[config.mk]
export PLATFORM = sky130hd
export DESIGN_NAME = arbitro_memoria_flat
export DESIGN_NICKNAME = d
export VERILOG_FILES = /design/src/rtl/arbitro_memoria_if.sv /design/src/rtl/arbitro_memoria.sv /design/src/flat_wrapper.sv
export SDC_FILE = /design/constraint.sdc
export NUM_CORES = 1
export LEC_CHECK = 0
export BUFFER_PORTS_ARGS = -buffer_cell sky130_fd_sc_hd__clkbuf_2
export CORE_MARGIN = 2
export CORE_UTILIZATION = 26
export DETAILED_ROUTE_END_ITERATION = 10
export SYNTH_ARGS = -nofsm -noshare
export SYNTH_HDL_FRONTEND = slang
export SYNTH_SLANG_ARGS = --single-unit
export TNS_END_PERCENT = 30
[constraint.sdc]
create_clock -name clk -period 2.2 [get_ports clk]
set_input_delay 0.44 -clock clk [delete_from_list [all_inputs] [get_ports clk]]
set_output_delay 0.44 -clock clk [all_outputs]
set_load 0.005 [all_outputs]
[src/rtl/arbitro_memoria_if.sv]
// -----------------------------------------------------------------------------
// arbitro_memoria_if
//   Bundles every bus signal around the memory arbiter: the two requester
//   ports, the completion/status outputs and the data-memory side.
//
//   modport slave  : the arbiter itself (samples requests and mem_rdata,
//                    drives acks, status and the memory strobes).
//   modport master : everything surrounding the arbiter (requesters and the
//                    attached data memory).
//
//   Signals
//     req0/req1      request from port 0 (CPU) / port 1 (loader/debug)
//     we0/we1        1 = write, 0 = read
//     addr0/addr1    word address
//     wdata0/wdata1  write data
//     ack0/ack1      one-cycle completion pulse to the granted port
//     rdata          read data, valid only with an ack
//     err            completed access was out of range
//     busy           arbiter is not idle
//     mem_addr       address to data memory
//     mem_wdata      write data to data memory
//     mem_write      memory write strobe
//     mem_read       memory read strobe
//     mem_rdata      combinational read data from data memory
// -----------------------------------------------------------------------------
interface arbitro_memoria_if;
    logic        req0;
    logic        req1;
    logic        we0;
    logic        we1;
    logic [31:0] addr0;
    logic [31:0] addr1;
    logic [31:0] wdata0;
    logic [31:0] wdata1;
    logic        ack0;
    logic        ack1;
    logic [31:0] rdata;
    logic        err;
    logic        busy;
    logic [31:0] mem_addr;
    logic [31:0] mem_wdata;
    logic        mem_write;
    logic        mem_read;
    logic [31:0] mem_rdata;

    modport slave (
        input  req0, req1, we0, we1, addr0, addr1, wdata0, wdata1, mem_rdata,
        output ack0, ack1, rdata, err, busy, mem_addr, mem_wdata, mem_write, mem_read
    );

    modport master (
        output req0, req1, we0, we1, addr0, addr1, wdata0, wdata1, mem_rdata,
        input  ack0, ack1, rdata, err, busy, mem_addr, mem_wdata, mem_write, mem_read
    );
endinterface

[src/rtl/arbitro_memoria.sv]
// -----------------------------------------------------------------------------
// arbitro_memoria
//   Two-port arbiter in front of a single-ported data memory of DEPTH 32-bit
//   words. Each access takes three cycles: IDLE (arbitrate and latch the
//   winner), ACCESS (one memory strobe), DONE (ack pulse with rdata/err).
//   All outputs, memory side included, come straight from registers.
//
//   Parameters
//     DEPTH   number of words in the attached memory; addr >= DEPTH is out
//             of range (no strobe, err=1, rdata=0)
//
//   Ports
//     clk     single clock, rising edge
//     reset   synchronous, active-high; aborts any access in flight
//     bus     arbitro_memoria_if.slave (requesters + memory side)
//
//   Configuration
//     ARBITRO_ROUND_ROBIN_EN  defined: simultaneous requests alternate between
//                             the ports; undefined: port 0 has fixed priority.
// -----------------------------------------------------------------------------
module arbitro_memoria #(
    parameter int unsigned DEPTH = 32
) (
    input  logic               clk,
    input  logic               reset,
    arbitro_memoria_if.slave   bus
);

    localparam logic [31:0] DEPTH_W = 32'(DEPTH);

    typedef enum logic [1:0] {
        IDLE   = 2'd0,
        ACCESS = 2'd1,
        DONE   = 2'd2
    } state_t;

    state_t      state;

    // Latched description of the access in flight.
    logic        lat_port;
    logic        lat_we;
    logic        lat_oor;

`ifdef ARBITRO_ROUND_ROBIN_EN
    // Port preferred on the next simultaneous request.
    logic        rr_ptr;
`endif

    // Winner selection (only consumed in IDLE).
    logic        sel_port;
    logic        sel_we;
    logic        sel_oor;
    logic [31:0] sel_addr;
    logic [31:0] sel_wdata;

    always_comb begin
        // NOTE: every variable gets a default first so no path can infer a latch.
        sel_port = 1'b0;
`ifdef ARBITRO_ROUND_ROBIN_EN
        if (bus.req0 && bus.req1) begin
            sel_port = rr_ptr;
        end else begin
            sel_port = !bus.req0;
        end
`else
        sel_port = !bus.req0;
`endif
        sel_we    = sel_port ? bus.we1    : bus.we0;
        sel_addr  = sel_port ? bus.addr1  : bus.addr0;
        sel_wdata = sel_port ? bus.wdata1 : bus.wdata0;
        sel_oor   = (sel_addr >= DEPTH_W);
    end

    // NOTE: state and outputs are registers, so this block uses non-blocking
    // assignments only; blocking ones would create ordering races.
    always_ff @(posedge clk) begin
        if (reset) begin
            state         <= IDLE;
            lat_port      <= 1'b0;
            lat_we        <= 1'b0;
            lat_oor       <= 1'b0;
`ifdef ARBITRO_ROUND_ROBIN_EN
            rr_ptr        <= 1'b0;
`endif
            bus.ack0      <= 1'b0;
            bus.ack1      <= 1'b0;
            bus.rdata     <= '0;
            bus.err       <= 1'b0;
            bus.busy      <= 1'b0;
            bus.mem_addr  <= '0;
            bus.mem_wdata <= '0;
            bus.mem_write <= 1'b0;
            bus.mem_read  <= 1'b0;
        end else begin
            case (state)
                IDLE: begin
                    if (bus.req0 || bus.req1) begin
                        state         <= ACCESS;
                        bus.busy      <= 1'b1;
                        lat_port      <= sel_port;
                        lat_we        <= sel_we;
                        lat_oor       <= sel_oor;
                        // mem_addr/mem_wdata double as the latched address/data.
                        bus.mem_addr  <= sel_addr;
                        bus.mem_wdata <= sel_wdata;
                        bus.mem_write <= sel_we  && !sel_oor;
                        bus.mem_read  <= !sel_we && !sel_oor;
`ifdef ARBITRO_ROUND_ROBIN_EN
                        rr_ptr        <= !sel_port;
`endif
                    end
                end

                ACCESS: begin
                    state         <= DONE;
                    bus.mem_write <= 1'b0;
                    bus.mem_read  <= 1'b0;
                    bus.ack0      <= !lat_port;
                    bus.ack1      <= lat_port;
                    bus.err       <= lat_oor;
                    // Memory read data is combinational; capture it as the
                    // read strobe ends.
                    bus.rdata     <= (!lat_we && !lat_oor) ? bus.mem_rdata : '0;
                end

                DONE: begin
                    state         <= IDLE;
                    bus.busy      <= 1'b0;
                    bus.ack0      <= 1'b0;
                    bus.ack1      <= 1'b0;
                    bus.err       <= 1'b0;
                    bus.rdata     <= '0;
                    bus.mem_addr  <= '0;
                    bus.mem_wdata <= '0;
                end

                default: begin
                    state <= IDLE;
                end
            endcase
        end
    end

endmodule

[src/flat_wrapper.sv]
// flat-port wrapper written by rule: the top's interface ports become plain ports
module arbitro_memoria_flat 
#(
    parameter int unsigned DEPTH = 32
)
  (clk, reset, bus_req0, bus_req1, bus_we0, bus_we1, bus_addr0, bus_addr1, bus_wdata0, bus_wdata1, bus_mem_rdata, bus_ack0, bus_ack1, bus_rdata, bus_err, bus_busy, bus_mem_addr, bus_mem_wdata, bus_mem_write, bus_mem_read);
  arbitro_memoria_if bus_i ();
  input  logic clk;
  input  logic reset;
  input wire logic [$bits(bus_i.req0)-1:0] bus_req0;
  input wire logic [$bits(bus_i.req1)-1:0] bus_req1;
  input wire logic [$bits(bus_i.we0)-1:0] bus_we0;
  input wire logic [$bits(bus_i.we1)-1:0] bus_we1;
  input wire logic [$bits(bus_i.addr0)-1:0] bus_addr0;
  input wire logic [$bits(bus_i.addr1)-1:0] bus_addr1;
  input wire logic [$bits(bus_i.wdata0)-1:0] bus_wdata0;
  input wire logic [$bits(bus_i.wdata1)-1:0] bus_wdata1;
  input wire logic [$bits(bus_i.mem_rdata)-1:0] bus_mem_rdata;
  output wire logic [$bits(bus_i.ack0)-1:0] bus_ack0;
  output wire logic [$bits(bus_i.ack1)-1:0] bus_ack1;
  output wire logic [$bits(bus_i.rdata)-1:0] bus_rdata;
  output wire logic [$bits(bus_i.err)-1:0] bus_err;
  output wire logic [$bits(bus_i.busy)-1:0] bus_busy;
  output wire logic [$bits(bus_i.mem_addr)-1:0] bus_mem_addr;
  output wire logic [$bits(bus_i.mem_wdata)-1:0] bus_mem_wdata;
  output wire logic [$bits(bus_i.mem_write)-1:0] bus_mem_write;
  output wire logic [$bits(bus_i.mem_read)-1:0] bus_mem_read;
  assign bus_i.req0 = bus_req0;
  assign bus_i.req1 = bus_req1;
  assign bus_i.we0 = bus_we0;
  assign bus_i.we1 = bus_we1;
  assign bus_i.addr0 = bus_addr0;
  assign bus_i.addr1 = bus_addr1;
  assign bus_i.wdata0 = bus_wdata0;
  assign bus_i.wdata1 = bus_wdata1;
  assign bus_i.mem_rdata = bus_mem_rdata;
  assign bus_ack0 = bus_i.ack0;
  assign bus_ack1 = bus_i.ack1;
  assign bus_rdata = bus_i.rdata;
  assign bus_err = bus_i.err;
  assign bus_busy = bus_i.busy;
  assign bus_mem_addr = bus_i.mem_addr;
  assign bus_mem_wdata = bus_i.mem_wdata;
  assign bus_mem_write = bus_i.mem_write;
  assign bus_mem_read = bus_i.mem_read;
  arbitro_memoria #(.DEPTH(DEPTH)) u_core (.clk(clk), .reset(reset), .bus(bus_i));
endmodule
# After elaboration in Yosys (flattened, before gate mapping)
# Index checks and enable logic that the tools add are counted.
# op_classes
add_sub_neg	0
n_mul	0
div	0
order_cmp	1
n_eq_ne	3
shifts	0
muxes	20
bitwise_logic	0
reduce_logical	17
# op_table
op	n
$pmux W32 S2	3
$mux W32	5
$ge A32 B6 Y1 const B	1
$pmux W1 S2	6
$logic_not A1 Y1	6
$reduce_and A2 Y1	3
$reduce_bool A2 Y1	3
$mux W1	4
$pmux W2 S2	1
$logic_and A1 B1 Y1	3
$eq A2 B1 Y1 const B	1
$eq A2 B2 Y1 const B	1
$logic_not A2 Y1	1
$mux W2	1
$ne A2 B1 Y1 const B	1
$logic_or A1 B1 Y1	1
# word_totals
ff_bits	107
latch_bits	0
mem_bits_rw	0
mem_bits_ro	0
in_bits	166
output_inout_bits	102
elab_cells	54
n_memories	0

# Longest topological paths before layout
# Gate-level depths: netlist (run 1).
# depth
word_depth	6
ltp_mapped	9
ltp_nobuf	6

# Least setup slack after synthesis (run 1)
# Ideal clock, no wire load.
# synth_path
kind	register -> register
startpoint	reg u_core.state[0]
endpoint	reg u_core.bus.mem_wdata[22]
setup_ps	66
arrival_ps	1705
required_ps	2134
path_slack_ps	430
path_stages_with_launch	10
n_path_buf	3
synth_period_minus_slack_ps	1770
cell_sequence	dfxtp_1 inv_1 ha_1 or3b_1 buf_6 o21ai_4 buf_12 buf_12 a22oi_2 nor2_2
# synth_between
elab_chain_cells	3
word_cells_on_any_way	6
classes_between	eq/ne: 2; mux: 1; reduce/logical: 3
# synth_rtl
item	line	text
start: declaration	arbitro_memoria.sv:37	state_t state;
start signal: assignment	arbitro_memoria.sv:78	state <= IDLE;
start signal: assignment	arbitro_memoria.sv:98	state <= ACCESS;
start signal: assignment	arbitro_memoria.sv:115	state <= DONE;
$eq A2 B2 Y1 / $logic_not A2 Y1 (equally long branches)	arbitro_memoria.sv:95	case (state)
$reduce_bool A2 Y1 (no line) / $ne A2 B1 Y1 (equally long branches)	n/a	
$reduce_and A2 Y1 (no line)	n/a	
end signal: assignment	arbitro_memoria.sv:105	bus.mem_wdata <= sel_wdata;
end: declaration	arbitro_memoria_if.sv:48	output ack0, ack1, rdata, err, busy, mem_addr, mem_wdata, mem_write, mem_read
# Several ways; a longest one is shown, not always the timed one.
# A chain may end at the register's enable or synchronous reset.

# Worst setup path after layout (run 1)
# layout_path
startpoint	reg u_core.state[0]
endpoint	reg u_core.bus.mem_addr[9]
# layout_between
elab_chain_cells	3
word_cells_on_any_way	6
classes_between	eq/ne: 2; mux: 1; reduce/logical: 3
# layout_rtl
item	line	text
$eq A2 B2 Y1 / $logic_not A2 Y1 (equally long branches)	arbitro_memoria.sv:95	
$reduce_bool A2 Y1 (no line) / $ne A2 B1 Y1 (equally long branches)	n/a	
$reduce_and A2 Y1 (no line)	n/a	
end signal: assignment	arbitro_memoria.sv:104	bus.mem_addr <= sel_addr;
end: declaration	arbitro_memoria_if.sv:48	
# Several ways; a longest one is shown, not always the timed one.

==> flow_summary_export.csv, run 1 <==
group,metric,value,unit
grt,grt_max_degree,46,
logic_synthesis,yosysSeqAreaShare,41.5,%
pwr,p_leak,0.00314,uW
clocking,cts_inserted_buffers,9,
clocking,cts_hold_buf,0,
sta,rsz0062_at_grt,"false",
pwr,total_power,5330,uW
clocking,cts_tree,"done",
floorplanning,start_util,26.5,%
logic_synthesis,yosys_warnings,0,
logic_synthesis,synth_edf_count,0,
setup_path,slowest_delay,0.43,ns
floorplanning,pin_count,268,
clocking,ctsResizeCount,0,
grt,grt_pass1_vias,4346,
pwr,peakVddDrop,0.000386,V
setup_path,startpoint,"u_core.state[0]",
logic_synthesis,synth_cell_types,37,
drt,wl_per_cell,14.1,um
clocking,clk_path_buf_depth,2,
setup_path,reg2reg_from,"u_core.state[0]",
finish,fillers,1993,
place,place_congestion,0.879,
drt,routed_wl,14500,um
logic_synthesis,synthTopCellsByArea,"dfxtp_1, mux2_2, a22oi_2",
logic_synthesis,syn_area_per_cell,10.2,um^2
sta,skew,0.00646,ns
setup_path,critical_path_class,"reg2reg",
setup_path,end_kind,"flop",
drt,vias_per_cell,4.39,
sta,fin_crit,1.98,ns
setup_path,startpoint_type,"flop",
floorplanning,chipHeight,145,um
logic_synthesis,async_flop_share,0,%
floorplanning,num_rows,51,
setup_path,cp_slowest_cell,"or3b_1",
grt,grt_overflow_total,0,
setup_path,cp.arrival,2.26,ns
logic_synthesis,synth_top_cell_by_area,"dfxtp_1",
drt,dr_total_vias,4532,
sta,final_max_slew_viol_count,0,
drt,drt_iter0_markers,193,
finish,fin_nets,932,
logic_synthesis,synth_seq_cells,107,
sta,finalSetupViolCount,0,
logic_synthesis,synth_common_cells,"dfxtp_1, mux2_2, nor2_1",
logic_synthesis,syn-cell-area,0.00516,mm^2
sta,tightest_slew,0.563,ns
clocking,clk_latency,0.35,ns
sta,hold_violations,0,
grt,grt_pass1_wl,22900,um
setup_path,path_cells,"inv_1 -> ha_1 -> or3b_1 -> o21ai_4 -> buf_4 -> a22oi_1 -> nor2_1",
logic_synthesis,synth_top_area_share,41.5,%
drt,ant_nets,0,
logic_synthesis,synth_flop_cell,"dfxtp_1",
sta,slew_headroom,62.3,%
finish,drive_above_1_share,61.4,%
floorplanning,die_x,145,um
logic_synthesis,synth.most_common_cell,"dfxtp_1",
status,status,"complete, no violations",
worst_hold_path,hp-start,"bus_mem_rdata[14]",
pwr,power.density,750,mW/mm^2
clocking,clock_sinks,107,
grt,grtUsageTotal,13.5,%
place,hpwl,11100,um
finish,n_antenna_cell,0,
clocking,clkTransAtPathRegs,0.07,ns
clocking,postCtsSetupRepairBufs,0,
clocking,ctsRootBufferMaster,"clkbuf_16",
floorplanning,core_area,0.0195,mm^2
sta,timing.fmax,505,MHz
place,portBuffers,267,
sta,setup_tns,0,ns
finish,area_delta_synth_final,37.7,%
floorplanning,dieArea,0.0210,mm^2
clocking,ctsHtreeMaxLevel,3,
flow_run,cap_violations,0,
logic_synthesis,syn_inst,505,
sta,post-route-period-util,89.9,%
place,dp_slack,0.230,ns
sta,setup_ws,0.221,ns
grt,antenna_found_initial,0,
logic_synthesis,syn-num-nets,675,
setup_path,critPathRequiredTime,2.49,ns
setup_path,path_max_fanout,15,
drt,route.detailed.drc,0,
drt,first_pass_iters,4,
worst_hold_path,min_path_type,"in2reg",
==> per-stage QoR <==
step / instance area (um^2) / util [%] / hold slack (ns) / instances
5_1_grt: 7110 / 36.5 / 0.312 / 1032
3_5_place_dp: 6830 / 35.1 / 0.456 / 1016
4_1_cts: 7110 / 36.5 / 0.301 / 1032
2_1_floorplan: 5160 / - / 0.449 / 505
3_3_place_gp: 6830 / 35.1 / 0.451 / 1016
6_report: 7110 / 36.5 / 0.318 / 1032
==> cells in the final DEF (no fill, tap or decap), drive strengths merged, types with 2 or more instances in the layout <==
master	count
or4	2
inv	3
nor2	107
o21a	2
ha	4
nand4	2
nand2	4
nor2b	33
nor4	11
o21ai	3
a21oi	39
a22oi	64
nor3	2
mux2i	2
mux2	65
clkinvlp	3
clkbuf	276
buf	23
nand3b	2
nand2b	3
dfxtp	107
a211oi	2
==> sequential cells by signal, summed over array words and instances, names as in the netlist <==
name / count
u_core.bus.mem_addr: 32
u_core.bus.mem_wdata: 32
u_core.bus.rdata: 32
u_core.state: 2
u_core.bus.ack0: 1
u_core.bus.ack1: 1
u_core.bus.busy: 1
u_core.bus.err: 1
u_core.bus.mem_read: 1
u_core.bus.mem_write: 1
u_core.lat_oor: 1
u_core.lat_port: 1
u_core.lat_we: 1
==> power by group <==
group / internal [uW] / switching, uW / total (uW)
logic: 742 / 791 / 1530
registers: 2140 / 114 / 2250
clock network: 803 / 741 / 1540
total: 3680 / 1650 / 5330
==> path summary, 6_finish.rpt <==
path | slack (ns) | to | cells after the start
setup / recovery | 0.22 | u_core.bus.mem_addr[9] | 7
hold / removal | 0.32 | u_core.bus.rdata[14] | 3
hold reg to reg | 0.47 | u_core.bus.mem_read | 2
setup reg to reg | 0.22 | u_core.bus.mem_addr[9] | 7
==> layout make-up <==
cell class	count	area, um^2	share of cell area (%)
sequential	107	2140	30.1
inverter	2	7.51	0.106
clock inverter	5	36.3	0.510
clock buffer	11	243	3.41
multi-input combinational	354	2740	38.5
timing repair buffer	288	1610	22.6
tap	265	332	4.66
==> kinds of logic after synthesis <==
kind of cell | share of synthesized area [%]
AND/OR/NAND/NOR | 17.8
adder cells (fa/ha/maj) | 0.969
buffers and inverters | 5.74
flip-flops | 41.5
multiplexers | 14.6
AO/OA/AOI/OAI | 19.5
==> layer usage <==
layer / global-route usage (%) / vias to the layer above / routed length [um]
met3: 3.33 / 14 / 893
li1: - / 2294 / -
met1: 16.5 / 2079 / 6230
met5: 0 / - / 0
met2: 23.4 / 145 / 7140
met4: 4.50 / 0 / 248
==> critical path, delay by kind of cell (launching register included) <==
family / cells / cell delay [ns]
DFF: 1 / 0.32
AOI/OAI and AO/OA: 2 / 0.36
adders and majority gates: 1 / 0.27
and+or+nand+nor: 2 / 0.52
buffers and inverters: 2 / 0.45
No activity file was read; power rests on OpenSTA's default activity.
==> inputs of run 2 (changes only) <==
--- a/config.mk
+++ b/config.mk
@@ -9,6 +9,7 @@
 export CORE_MARGIN = 2
 export CORE_UTILIZATION = 26
 export DETAILED_ROUTE_END_ITERATION = 10
+export GPL_TIMING_DRIVEN = 0
 export SYNTH_ARGS = -nofsm -noshare
 export SYNTH_HDL_FRONTEND = slang
 export SYNTH_SLANG_ARGS = --single-unit
==> constraint.sdc (replaced) <==
create_clock -name clk -period 1.9 [get_ports clk]
set_input_delay 0.38 -clock clk [delete_from_list [all_inputs] [get_ports clk]]
set_output_delay 0.38 -clock clk [all_outputs]
set_load 0.005 [all_outputs]
==> run 2 against run 1 <==
Against the previous run:
- sequential share of layout area is 0.32 points lower
- register-to-register slack worse by 0.09 ns
- first-iteration DRC count is 40% lower
- clock power is 34% higher
- count of clock-buffer cells in the layout is 1 higher
- highest routed layer unchanged
==> flow_summary_export.csv, run 2 (synthesized netlist as in run 1, its figures left out) <==
group,metric,value,unit
clocking,clkTransAtPathRegs,0.07,ns
sta,fin_crit,1.77,ns
clocking,ctsHtreeMaxLevel,3,
worst_hold_path,min_delay_worst_endpoint,"u_core.bus.rdata[12]",
finish,final_common_cell,"clkbuf_2",
drt,vias_per_cell,4.43,
floorplanning,start_util,26.5,%
finish,mostFrequentLayoutCells,"clkbuf_2, dfxtp_1, mux2_2",
place,place_congestion,0.864,
setup_path,slowest_delay,0.37,ns
clocking,postCtsSetupRepairBufs,0,
setup_path,path_cells,"inv_2 -> ha_4 -> or3b_1 -> buf_6 -> o21ai_4 -> buf_12 -> buf_12 -> a22oi_2 -> nor2_2",
setup_path,r2r_end,"u_core.bus.mem_addr[30]",
sta,setup_tns,0,ns
flow_run,cap_violations,0,
clocking,clock_sinks,107,
place,hpwl,12300,um
finish,final-seq-area,0.00214,mm^2
worst_hold_path,min_path_cells,3,
clocking,clk_path_buf_depth,2,
finish,drive_above_1_share,60.1,%
floorplanning,core_area,0.0195,mm^2
drt,routed_wl,15800,um
setup_path,startpoint_type,"flop",
setup_path,reg2reg_from,"u_core.state[1]",
setup_path,critical_path_class,"reg2reg",
setup_path,cp.arrival,2.05,ns
worst_hold_path,min_path_type,"in2reg",
grt,grt_max_degree,17,
drt,route.detailed.drc,0,
clocking,cts_hold_buf,0,
sta,rsz0062_at_grt,"false",
floorplanning,pin_count,268,
setup_path,critPathBufInv,4,
grt,grtUsageTotal,14.9,%
grt,grt_pass1_vias,4648,
setup_path,cp_slowest_cell,"or3b_1",
sta,final_max_slew_viol_count,0,
finish,final_util,36.9,%
sta,finalSetupViolCount,0,
drt,dr_total_vias,4656,
clocking,ctsRootBufferMaster,"clkbuf_16",
setup_path,crit_path_frequent_cell,"buf_12",
sta,skew,0.0110,ns
floorplanning,chipHeight,145,um
clocking,cts_tree,"done",
grt,grt_overflow_total,0,
finish,multiInputGateArea,0.00275,mm^2
grt,grt_pass1_wl,24900,um
place,portBuffers,265,
sta,post-route-period-util,93.3,%
pwr,power.density,903,mW/mm^2
finish,area_delta_synth_final,39.1,%
sta,hold_violations,0,
floorplanning,die_x,145,um
grt,antenna_found_initial,0,
floorplanning,num_rows,51,
clocking,cts_inserted_buffers,9,
clocking,clk_latency,0.36,ns
setup_path,critPathRequiredTime,2.18,ns
finish,fillers,2004,
drt,drt_iter0_markers,116,
drt,ant_nets,0,
setup_path,reg2reg_slack,0.13,ns
setup_path,end_kind,"flop",
finish,largestRegisters,"u_core.bus.mem_addr (32), u_core.bus.mem_wdata (32), u_core.bus.rdata (32)",
setup_path,path_max_fanout,10,
drt,first_pass_iters,4,
drt,wl_per_cell,15.1,um
sta,slew_headroom,42.5,%
finish,fin_nets,951,
pwr,p_leak,0.00317,uW
setup_path,crit_family,"buffers and inverters",
floorplanning,dieArea,0.0210,mm^2
setup_path,reg2reg_depth,9,
sta,timing.fmax,564,MHz
worst_hold_path,hp-start,"bus_mem_rdata[12]",
pwr,peakVddDrop,0.000402,V
sta,tightest_slew,0.863,ns
status,status,"complete, no violations",
-- run 2: changes by cell type in the layout (fill, tap and decap cells not counted), moves of 2 or more --
cell,before,now
buf_4,13,5
buf_12,9,6
inv_1,2,0
clkbuf_1,1,17
inv_2,0,2
buf_6,0,2
clkinvlp_4,3,0
clkbuf_2,265,270
bufinv_16,0,2
buf_2,1,5
buf_1,0,4
-- run 2: worst max path at each step --
stage / slack, ns / cells after the start / startpoint / endpoint
global placement: -0.49 / 6 / u_core.state[0] / u_core.bus.rdata[23]
global route: 0.002 / 6 / u_core.state[0] / u_core.bus.rdata[16]
CTS: 0.05 / 9 / u_core.state[0] / u_core.bus.mem_wdata[19]
finish: 0.13 / 9 / u_core.state[1] / u_core.bus.mem_addr[30]
floorplan: 0.13 / 9 / u_core.state[0] / u_core.bus.mem_wdata[22]
detailed placement: -0.46 / 6 / u_core.state[0] / u_core.bus.rdata[22]
-- run 2: power breakdown --
| part | leakage (uW) | internal, uW | switching, uW | total (uW) |
|---|---|---|---|---|
| sequential | 0.000877 | 2480 | 138 | 2610 |
| clock | 0.000157 | 1190 | 863 | 2060 |
| combinational | 0.00214 | 873 | 947 | 1820 |
-- run 2: cell type report --
class / count / share of cell area (%)
timing repair buffer: 265 / 18.5
antenna: 1 / 0.0348
clock inverter: 4 / 1.03
sequential: 107 / 29.8
buffer: 42 / 4.20
clock buffer: 12 / 3.43
inverter: 2 / 0.104
tap: 265 / 4.62
multi-input combinational: 354 / 38.3
-- run 2: metrics by stage --
step           setup slack (ns)  instances  power (uW)  hold WS, ns  instance area (um^2)
2_1_floorplan             0.130        505        3800        0.449                  5160
3_3_place_gp             -0.488       1035        4470        0.442                  6820
3_5_place_dp             -0.464       1035        4480        0.448                  6820
4_1_cts                  0.0533       1051        6590        0.236                  7180
5_1_grt                 0.00160       1051        6860        0.250                  7180
6_report                  0.127       1052        6490        0.254                  7180
-- run 2: tightest hold or removal path, cell delays in order --
cell      delay (ns)
clkbuf_2        0.08
a21oi_1         0.05
nor2_1          0.07
-- run 2: repair_timing --
| item | CTS | global route |
|---|---|---|
| resized for setup | 8 | 7 |
| pin swaps | 0 | 1 |
| endpoints found under the setup margin | 95 | 63 |
-- run 2: metal layers --
layer | vias to the layer above | GRT usage, % | part of all wire (%)
met5 | - | 0 | 0
met4 | 0 | 6.39 | 2.5
met3 | 26 | 3.74 | 6.7
met2 | 155 | 24.7 | 48
met1 | 2133 | 18.3 | 43
li1 | 2342 | - | -
